**config.mk**
```make
export PLATFORM = sky130hd
export DESIGN_NAME = pipelined_control_unit
export DESIGN_NICKNAME = d
export VERILOG_FILES = /design/src/rtl/pipelined_control_unit.sv
export SDC_FILE = /design/constraint.sdc
export NUM_CORES = 1
export LEC_CHECK = 0
export ABC_AREA = 1
export BUFFER_PORTS_ARGS = -buffer_cell sky130_fd_sc_hd__buf_2
export CAP_MARGIN = 30
export CORE_MARGIN = 1
export CORE_UTILIZATION = 53
export DETAILED_ROUTE_END_ITERATION = 8
export PLACE_DENSITY = 0.83
export SLEW_MARGIN = 40
export SYNTH_ARGS = -nofsm -noshare
export SYNTH_HDL_FRONTEND = slang
export SYNTH_SLANG_ARGS = --single-unit
```
**constraint.sdc**
```tcl
create_clock -name clk -period 1.7 [get_ports clk]
set_input_delay 0.085 -clock clk [delete_from_list [all_inputs] [get_ports clk]]
set_output_delay 0.085 -clock clk [all_outputs]
set_load 0.01 [all_outputs]
```
**src/rtl/pipelined_control_unit.sv**
```systemverilog
// MIPS 5-stage pipeline control: ID decode, ID/EX-EX/MEM-MEM/WB control
// registers, load-use stall FSM and jump/branch flush generation.
package pipelined_control_unit_pkg;

  typedef struct packed {
    logic       reg_dst;
    logic       alu_src;
    logic       jal;
    logic [3:0] alu_op;
    logic       branch_eq;
    logic       branch_ne;
    logic       mem_read;
    logic       mem_write;
    logic       mem_to_reg;
    logic       reg_write;
  } id_ex_t;

  typedef struct packed {
    logic mem_read;
    logic mem_write;
    logic mem_to_reg;
    logic reg_write;
  } ex_mem_t;

  typedef struct packed {
    logic mem_to_reg;
    logic reg_write;
  } mem_wb_t;

  localparam id_ex_t CTRL_NOP = '0;

endpackage

module pipelined_control_unit
  import pipelined_control_unit_pkg::*;
#(
  parameter int ALUOP_WIDTH       = 4,
  parameter int REG_ADDR_WIDTH    = 5,
  parameter int LOAD_STALL_CYCLES = 1,
  parameter int HAZARD_EN         = 1
) (
  input  logic                      clk,
  input  logic                      reset,
  input  logic [5:0]                OP,
  input  logic [5:0]                ALUFunction,
  input  logic [REG_ADDR_WIDTH-1:0] IFID_Rs,
  input  logic [REG_ADDR_WIDTH-1:0] IFID_Rt,
  input  logic                      BranchTaken,
  output logic                      PCWrite,
  output logic                      IFIDWrite,
  output logic                      IFFlush,
  output logic                      Stall,
  output logic                      JR,
  output logic                      Jump,
  output logic                      EX_RegDst,
  output logic                      EX_ALUSrc,
  output logic                      EX_JAL,
  output logic [ALUOP_WIDTH-1:0]    EX_ALUOp,
  output logic                      EX_BranchEQ,
  output logic                      EX_BranchNE,
  output logic                      MEM_MemRead,
  output logic                      MEM_MemWrite,
  output logic                      WB_MemtoReg,
  output logic                      WB_RegWrite
);

  typedef enum logic {RUN, STALL} state_t;

  localparam logic [3:0] CNT_LOAD =
    4'(LOAD_STALL_CYCLES - 1);
  localparam bit MULTI = (LOAD_STALL_CYCLES > 1);
  localparam bit HZ_ON = (HAZARD_EN != 0);

  state_t  state, state_nxt;
  logic [3:0] cnt, cnt_nxt;

  id_ex_t  dec;
  id_ex_t  id_ex;
  ex_mem_t ex_mem;
  mem_wb_t mem_wb;
  logic [REG_ADDR_WIDTH-1:0] ex_rt;

  logic is_rtype, is_jr, is_addi, is_andi;
  logic is_ori, is_lui, is_beq, is_bne;
  logic is_lw, is_sw, is_j, is_jal;
  logic jump, jr, load_use, stall_raw;

  assign is_jr    = (OP == 6'h00) && (ALUFunction == 6'h08);
  assign is_rtype = (OP == 6'h00) && !is_jr;
  assign is_addi  = (OP == 6'h08);
  assign is_andi  = (OP == 6'h0C);
  assign is_ori   = (OP == 6'h0D);
  assign is_lui   = (OP == 6'h0F);
  assign is_beq   = (OP == 6'h04);
  assign is_bne   = (OP == 6'h05);
  assign is_lw    = (OP == 6'h23);
  assign is_sw    = (OP == 6'h2B);
  assign is_j     = (OP == 6'h02);
  assign is_jal   = (OP == 6'h03);

  always_comb begin
    dec  = CTRL_NOP;
    jump = 1'b0;
    jr   = 1'b0;
    unique case (1'b1)
      is_rtype: begin
        dec.reg_dst   = 1'b1;
        dec.reg_write = 1'b1;
        dec.alu_op    = 4'b0111;
      end
      is_jr: begin
        dec.reg_dst = 1'b1;
        dec.alu_op  = 4'b0111;
        jr          = 1'b1;
      end
      is_addi: begin
        dec.alu_src   = 1'b1;
        dec.reg_write = 1'b1;
        dec.alu_op    = 4'b0100;
      end
      is_andi: begin
        dec.alu_src   = 1'b1;
        dec.reg_write = 1'b1;
        dec.alu_op    = 4'b0110;
      end
      is_ori: begin
        dec.alu_src   = 1'b1;
        dec.reg_write = 1'b1;
        dec.alu_op    = 4'b0101;
      end
      is_lui: begin
        dec.alu_src   = 1'b1;
        dec.reg_write = 1'b1;
        dec.alu_op    = 4'b1000;
      end
      is_beq: begin
        dec.branch_eq = 1'b1;
        dec.alu_op    = 4'b0001;
      end
      is_bne: begin
        dec.branch_ne = 1'b1;
        dec.alu_op    = 4'b0001;
      end
      is_lw: begin
        dec.alu_src    = 1'b1;
        dec.mem_to_reg = 1'b1;
        dec.reg_write  = 1'b1;
        dec.mem_read   = 1'b1;
        dec.alu_op     = 4'b0010;
      end
      is_sw: begin
        dec.alu_src   = 1'b1;
        dec.mem_write = 1'b1;
        dec.alu_op    = 4'b0011;
      end
      is_j: begin
        jump = 1'b1;
      end
      is_jal: begin
        jump          = 1'b1;
        dec.reg_write = 1'b1;
        dec.jal       = 1'b1;
      end
      default: ;
    endcase
  end

  // $0 is hardwired, so a load targeting it never creates a dependency
  assign load_use = HZ_ON && id_ex.mem_read && (|ex_rt) &&
                    ((ex_rt == IFID_Rs) || (ex_rt == IFID_Rt));

  always_comb begin
    state_nxt = state;
    cnt_nxt   = cnt;
    stall_raw = 1'b0;
    case (state)
      RUN: begin
        if (load_use) begin
          stall_raw = 1'b1;
          if (MULTI) begin
            state_nxt = STALL;
            cnt_nxt   = CNT_LOAD;
          end
        end
      end
      STALL: begin
        stall_raw = 1'b1;
        cnt_nxt   = cnt - 4'd1;
        if (cnt <= 4'd1) begin
          state_nxt = RUN;
          cnt_nxt   = '0;
        end
      end
      default: begin
        state_nxt = RUN;
        cnt_nxt   = '0;
      end
    endcase
    // a taken branch squashes the stalled instruction anyway
    if (BranchTaken) begin
      state_nxt = RUN;
      cnt_nxt   = '0;
      stall_raw = 1'b0;
    end
  end

  always_ff @(posedge clk or negedge reset) begin
    if (!reset) begin
      state <= RUN;
      cnt   <= '0;
    end else begin
      state <= state_nxt;
      cnt   <= cnt_nxt;
    end
  end

  always_ff @(posedge clk or negedge reset) begin
    if (!reset) begin
      id_ex  <= CTRL_NOP;
      ex_rt  <= '0;
      ex_mem <= '0;
      mem_wb <= '0;
    end else begin
      if (BranchTaken || stall_raw) begin
        id_ex <= CTRL_NOP;
        ex_rt <= '0;
      end else begin
        id_ex <= dec;
        ex_rt <= IFID_Rt;
      end
      ex_mem <= '{mem_read:   id_ex.mem_read,
                  mem_write:  id_ex.mem_write,
                  mem_to_reg: id_ex.mem_to_reg,
                  reg_write:  id_ex.reg_write};
      mem_wb <= '{mem_to_reg: ex_mem.mem_to_reg,
                  reg_write:  ex_mem.reg_write};
    end
  end

  assign Stall     = stall_raw;
  assign PCWrite   = !stall_raw;
  assign IFIDWrite = !stall_raw;
  assign IFFlush   = reset &&
                     (BranchTaken || (!stall_raw && (jump || jr)));
  assign JR        = jr;
  assign Jump      = jump;

  assign EX_RegDst    = id_ex.reg_dst;
  assign EX_ALUSrc    = id_ex.alu_src;
  assign EX_JAL       = id_ex.jal;
  assign EX_ALUOp     = ALUOP_WIDTH'(id_ex.alu_op);
  assign EX_BranchEQ  = id_ex.branch_eq;
  assign EX_BranchNE  = id_ex.branch_ne;
  assign MEM_MemRead  = ex_mem.mem_read;
  assign MEM_MemWrite = ex_mem.mem_write;
  assign WB_MemtoReg  = mem_wb.mem_to_reg;
  assign WB_RegWrite  = mem_wb.reg_write;

endmodule
```
**Word-level counts from Yosys, hierarchy flattened**

Cells that the tools add are included.

- Word-level logic and storage cells: 77
- Output and inout port bits: 19
- Latch bits: 0
- Memories kept: 0
- Register bits: 29
- ROM bits: 0
- Memory bits (writable): 0

- Add/sub/neg operators: 1
- Bitwise gates (word level): 1
- Equal/unequal tests: 13
- Mux-type cells: 22
- Reduce and logical (&&, ||, !) cells: 20
- Divide/modulo/power cells: 0
- Magnitude comparators: 1
- Multipliers: 0
- Shift-type cells: 0

Operator list:

| operator | count |
|---|---|
| 4-bit one-hot mux with 8 select lines | 1 |
| 6-bit by 4-bit == test with 1-bit output (second input constant) | 5 |
| 1-bit two-way mux | 15 |
| 13-bit two-way mux | 1 |
| 6-bit by 2-bit == test with 1-bit output (second input constant) | 2 |
| 6-bit by 3-bit == test with 1-bit output (second input constant) | 2 |
| 6-bit == test (second input constant) | 2 |
| 4-bit two-way mux | 3 |
| 5-bit == test | 2 |
| 7-bit OR reduction | 1 |
| 1-bit logical AND | 6 |
| 6-bit logical NOT | 1 |
| 2-bit OR reduction | 3 |
| 6-bit OR reduction | 1 |
| 5-bit two-way mux | 1 |
| 5-bit OR reduction | 1 |
| 4-bit by 1-bit <= comparator with 1-bit output (second input constant) | 1 |
| 1-bit logical OR | 4 |
| 4-bit by 1-bit subtractor with 4-bit output (second input constant) | 1 |
| 1-bit logical NOT | 2 |
| 1-bit one-hot mux with 2 select lines | 1 |
| 2-bit nonzero test | 1 |
| 1-bit inverter | 1 |

**Logic depth before layout (Yosys ltp)**

- Word-level depth: 10
- Gate-level depth with buffers: 10
- Depth with buffers taken out: 9

**Least setup slack after synthesis**

No wires, ideal clock.

- Path type: register to output
- From: reg ex_rt[0]
- To: out PCWrite
- Setup slack: 0.431 ns
- Path buffers: 1
- Arrival: 1.184 ns
- Required time: 1.615 ns
- Stages on the path, launching flop included: 10
- Cells stage by stage: dfrtp_1 -> nor2_1 -> nor2_1 -> nor2_1 -> nand3_1 -> nand2_1 -> nand3_1 -> nand2_1 -> inv_1 -> buf_4

- Cells in the longest elaborated chain, start to end: 7
- Elaborated cells on any way between the ends: 10

RTL lines:

| what | RTL line | RTL |
|---|---|---|
| start: declaration | 81 | `logic [REG_ADDR_WIDTH-1:0] ex_rt;` |
| start signal: assignment | 229 | `ex_rt <= IFID_Rt;` |
| 5-bit == test or 5-bit OR reduction (tied branches) | 170, 169 |  |
| 1-bit logical OR or 1-bit logical AND (tied branches) | 170, 169 |  |
| 1-bit logical AND (*) | 169 | `assign load_use = HZ_ON && id_ex.mem_read && (\|ex_rt) &&` |
| 1-bit two-way mux (*) | 178 | `if (load_use) begin` |
| 1-bit one-hot mux with 2 select lines (*) | 176 | `case (state)` |
| 1-bit two-way mux (*) | 200 | `if (BranchTaken) begin` |
| net Stall | 52 | `output logic Stall,` |
| 1-bit logical NOT (*) | -- |  |
| end: declaration | 49 | `output logic PCWrite,` |

Mark *: on every way through the listed nets, which the timed path passes. The rest lies on a longest branch.

**Worst setup path in the final report**

- From: in IFID_Rt[0]
- To: out IFFlush

- Cells in the longest elaborated chain, start to end: 10

RTL lines:

| what | RTL line | RTL |
|---|---|---|
| start: declaration | 47 | `input logic [REG_ADDR_WIDTH-1:0] IFID_Rt,` |
| 5-bit == test | 170 | `((ex_rt == IFID_Rs) \|\| (ex_rt == IFID_Rt));` |
| 1-bit logical OR | 170 |  |
| 1-bit logical AND | 169 |  |
| 1-bit two-way mux | 178 |  |
| 1-bit one-hot mux with 2 select lines | 176 |  |
| 1-bit two-way mux | 200 |  |
| 1-bit logical NOT | 244 | `(BranchTaken \|\| (!stall_raw && (jump \|\| jr)));` |
| 1-bit logical AND | 244 |  |
| 1-bit logical OR | 244 |  |
| 1-bit logical AND | 243 | `assign IFFlush = reset &&` |
| end: declaration | 51 | `output logic IFFlush,` |

No other way between the ends.

==> results_dict.tcl <==
set metrics [dict create \
    htreeDepth 1 \
    first_iter_violations 25 \
    period_needed_ns 1.61 \
    required_ns 1.62 \
    num_io_pins 44 \
    remaining_drc_errors 0 \
    p_comb_share_pct 14.0 \
    swShare_pct 25.9 \
    placedCellCount 244 \
    cap_violations 0 \
    path_clk_slew_ns 0.14 \
    skew_ns 0.00646 \
    worst_setup_path_end_kind "output pin" \
    grt_util_met2_pct 35.4 \
    gr-usage-met1_pct 22.9 \
    drive_gt1_share_pct 29.1 \
    syn_inst 176 \
    insertion_delay_ns 0.32 \
    crit_arrival_ns 1.52 \
    grt_max_degree 28 \
    max_slew.worst_pin.slew_ns 0.370 \
    power_mw 1.10 \
    viasPerCell 4.74 \
    switching_power_uw 284 \
    coreArea_um2 2450 \
    grt_usage_pct 18.9 \
    outcome "complete, no violations" \
    final_cell_mix "buf_2, nand2_1, nor2_1, dfrtp_1, inv_1" \
    ir_worst_vdd_mv 0.371 \
    antenna_left 0 \
    cts_inserted_buffers 3 \
    routabilityCongestion 0.756 \
    yosys_warnings 0 \
    cts_sinks 27 \
    grtUsageMet3_pct 1.15 \
    timing.final.crit_share_pct 94.5 \
    setup_viol 0 \
    diodes 0 \
    whs_ns 0.0149 \
    grt_pass1_wl_mm 3.93 \
    syn_avg_cell_area_um2 7.81 \
    core.rowCount 18 \
    syn_area_um2 1380 \
    cp_max_fo 3 \
    clkPwrFrac_pct 25.9 \
    slew_headroom_pct 75.2 \
    cts_buffer_depth 2 \
    grt_busiest_layer "met2" \
    finalNetCount 251 \
    initial_core_util_pct 56.0 \
    yosys_register_bits 27 \
    p_leak_nw 1.03 \
    post-dp-hpwl_mm 1.89 \
    antenna_found_initial 0 \
    die_height_um 52.9 \
    fin_ws_ns 0.0929 \
    p_int_uw 815 \
    ys_seq_area_share_pct 49.1 \
    finalHoldViolCount 0 \
    port_buffers 43 \
    cts_tree "done" \
    synth.net_count 203 \
    die_width_um 52.9 \
    firstDrtPassIters 4 \
    area_growth_pct 22.9 \
    vias 1198 \
    fp.dieArea_um2 2800 \
    dp_slack_ns 0.393 \
    hold_path.class "in -> reg" \
    worstSetupPathType "in -> out" \
    rsz0062_at_grt "true" \
    grt_overflow_total 0 \
    final_common_cell "buf_2" \
    startpoint_type "primary input" \
    power.density_nw_per_um2 650 \
    final_max_slew_viol_count 0 \
    grt_pass1_vias 1033 \
    wire_per_inst_um 9.65 \
    pwr-share-seq_pct 60.2 \
    synth_cell_types 24 \
    clock-root-buffer "clkbuf_4" \
    fmax_ghz 0.622 \
    wirelength_mm 2.44 \
    final_cells 253 \
]
## path summary, 6_finish.rpt
check                              startpoint                endpoint  slack (ns)  cells past startpoint
setup / recovery                   IFID_Rt[0]                 IFFlush        0.09                     11
setup reg to reg           cnt[0]$_DFFE_PN0P_      cnt[0]$_DFFE_PN0P_        0.32                      5
max in group asynchronous               reset      ex_rt[4]$_DFF_PN0_        1.18                      3
hold / removal                     IFID_Rt[3]      ex_rt[3]$_DFF_PN0_        0.01                      3
min in group asynchronous               reset      ex_rt[0]$_DFF_PN0_        0.28                      3
hold reg to reg            id_ex[2]$_DFF_PN0_  MEM_MemWrite$_DFF_PN0_        0.37                      0
## synth_stat cells
cell type / instances / area (um^2)
or2_0: 1 / 6.26
nor2_4: 2 / 22.5
nor2_2: 1 / 6.26
nor2_1: 34 / 128
nand3_1: 10 / 50.1
nor3_1: 1 / 5.00
inv_2: 3 / 11.3
a21oi_1: 1 / 5.00
nor3_2: 1 / 10.0
o21ai_0: 4 / 20.0
xnor2_1: 3 / 26.3
o21ai_1: 1 / 5.00
ha_1: 2 / 25.0
nand2_1: 40 / 150
buf_6: 1 / 11.3
nand2_4: 1 / 11.3
dfrtp_1: 27 / 676
o22ai_1: 2 / 12.5
nand4_1: 3 / 18.8
xor2_1: 1 / 8.76
inv_1: 29 / 109
nor3b_1: 1 / 7.51
buf_4: 5 / 37.5
nand2_2: 2 / 12.5
## cells by family after synthesis
logic type / share of synthesized area [%]
AND/OR/NAND/NOR: 31.1
XOR/XNOR: 2.55
adder cells (fa/ha/maj): 1.82
buffers and inverters: 12.3
AO/OA/AOI/OAI: 3.09
flip-flops: 49.1
## per-stage QoR
step	area, um^2	TNS, ns	util [%]
finish	1690	0	68.9
global route	1690	-0.0785	68.9
CTS	1660	0	67.5
detailed placement	1590	0	64.6
global placement	1590	0	64.6
floorplan	1380	0	-
## registers in the layout, indices dropped and copies added (netlist names)
name / cells
EX_ALUOp: 4
EX_ALUSrc: 1
EX_BranchEQ: 1
EX_BranchNE: 1
EX_JAL: 1
EX_RegDst: 1
MEM_MemRead: 1
MEM_MemWrite: 1
WB_MemtoReg: 1
WB_RegWrite: 1
cnt: 4
ex_mem: 1
ex_rt: 5
id_ex: 3
state: 1
## power by group through the flow
stage | Combinational, mW | Sequential [mW] | Clock (mW)
finish | 0.153 | 0.661 | 0.284
global route | 0.174 | 0.663 | 0.317
CTS | 0.150 | 0.661 | 0.286
detailed placement | 0.143 | 0.673 | 0
global placement | 0.140 | 0.673 | 0
floorplan | 0.0795 | 0.674 | 0
## cell type report
| class | count | area [um^2] |
|---|---|---|
| tap | 30 | 37.5 |
| multi-input combinational | 111 | 543 |
| clock buffer | 3 | 22.5 |
| clock inverter | 1 | 8.76 |
| sequential | 27 | 676 |
| timing repair buffer | 49 | 283 |
| inverter | 32 | 120 |
| fill | 209 | 764 |
## timing repair
| action | 4_1_cts | 5_1_grt |
|---|---|---|
| buffers inserted | 0 | 1 |
| endpoints found under the hold margin | 30 | 0 |
| hold buffers | 4 | 0 |
| resized for setup | 0 | 9 |
| setup endpoints to repair | 0 | 4 |
## worst max-delay path, stage by stage
cell and delay [ns]:
dlygate4sd3_1 0.54, buf_2 0.14, nor2_1 0.09, nor2_1 0.05
nor2_1 0.11, nand3_1 0.09, nand2_2 0.10, nand3_2 0.06
nand2_2 0.09, nor2_1 0.04, buf_2 0.13
## layer usage
layer | wire length, um | up-vias | share of wire, %
li1 | - | 620 | -
met1 | 1080 | 539 | 44
met4 | 17 | 0 | 0.70
met3 | 116 | 2 | 4.8
met2 | 1220 | 37 | 50
met5 | 0 | - | 0
(Power assumes the default switching activity.)
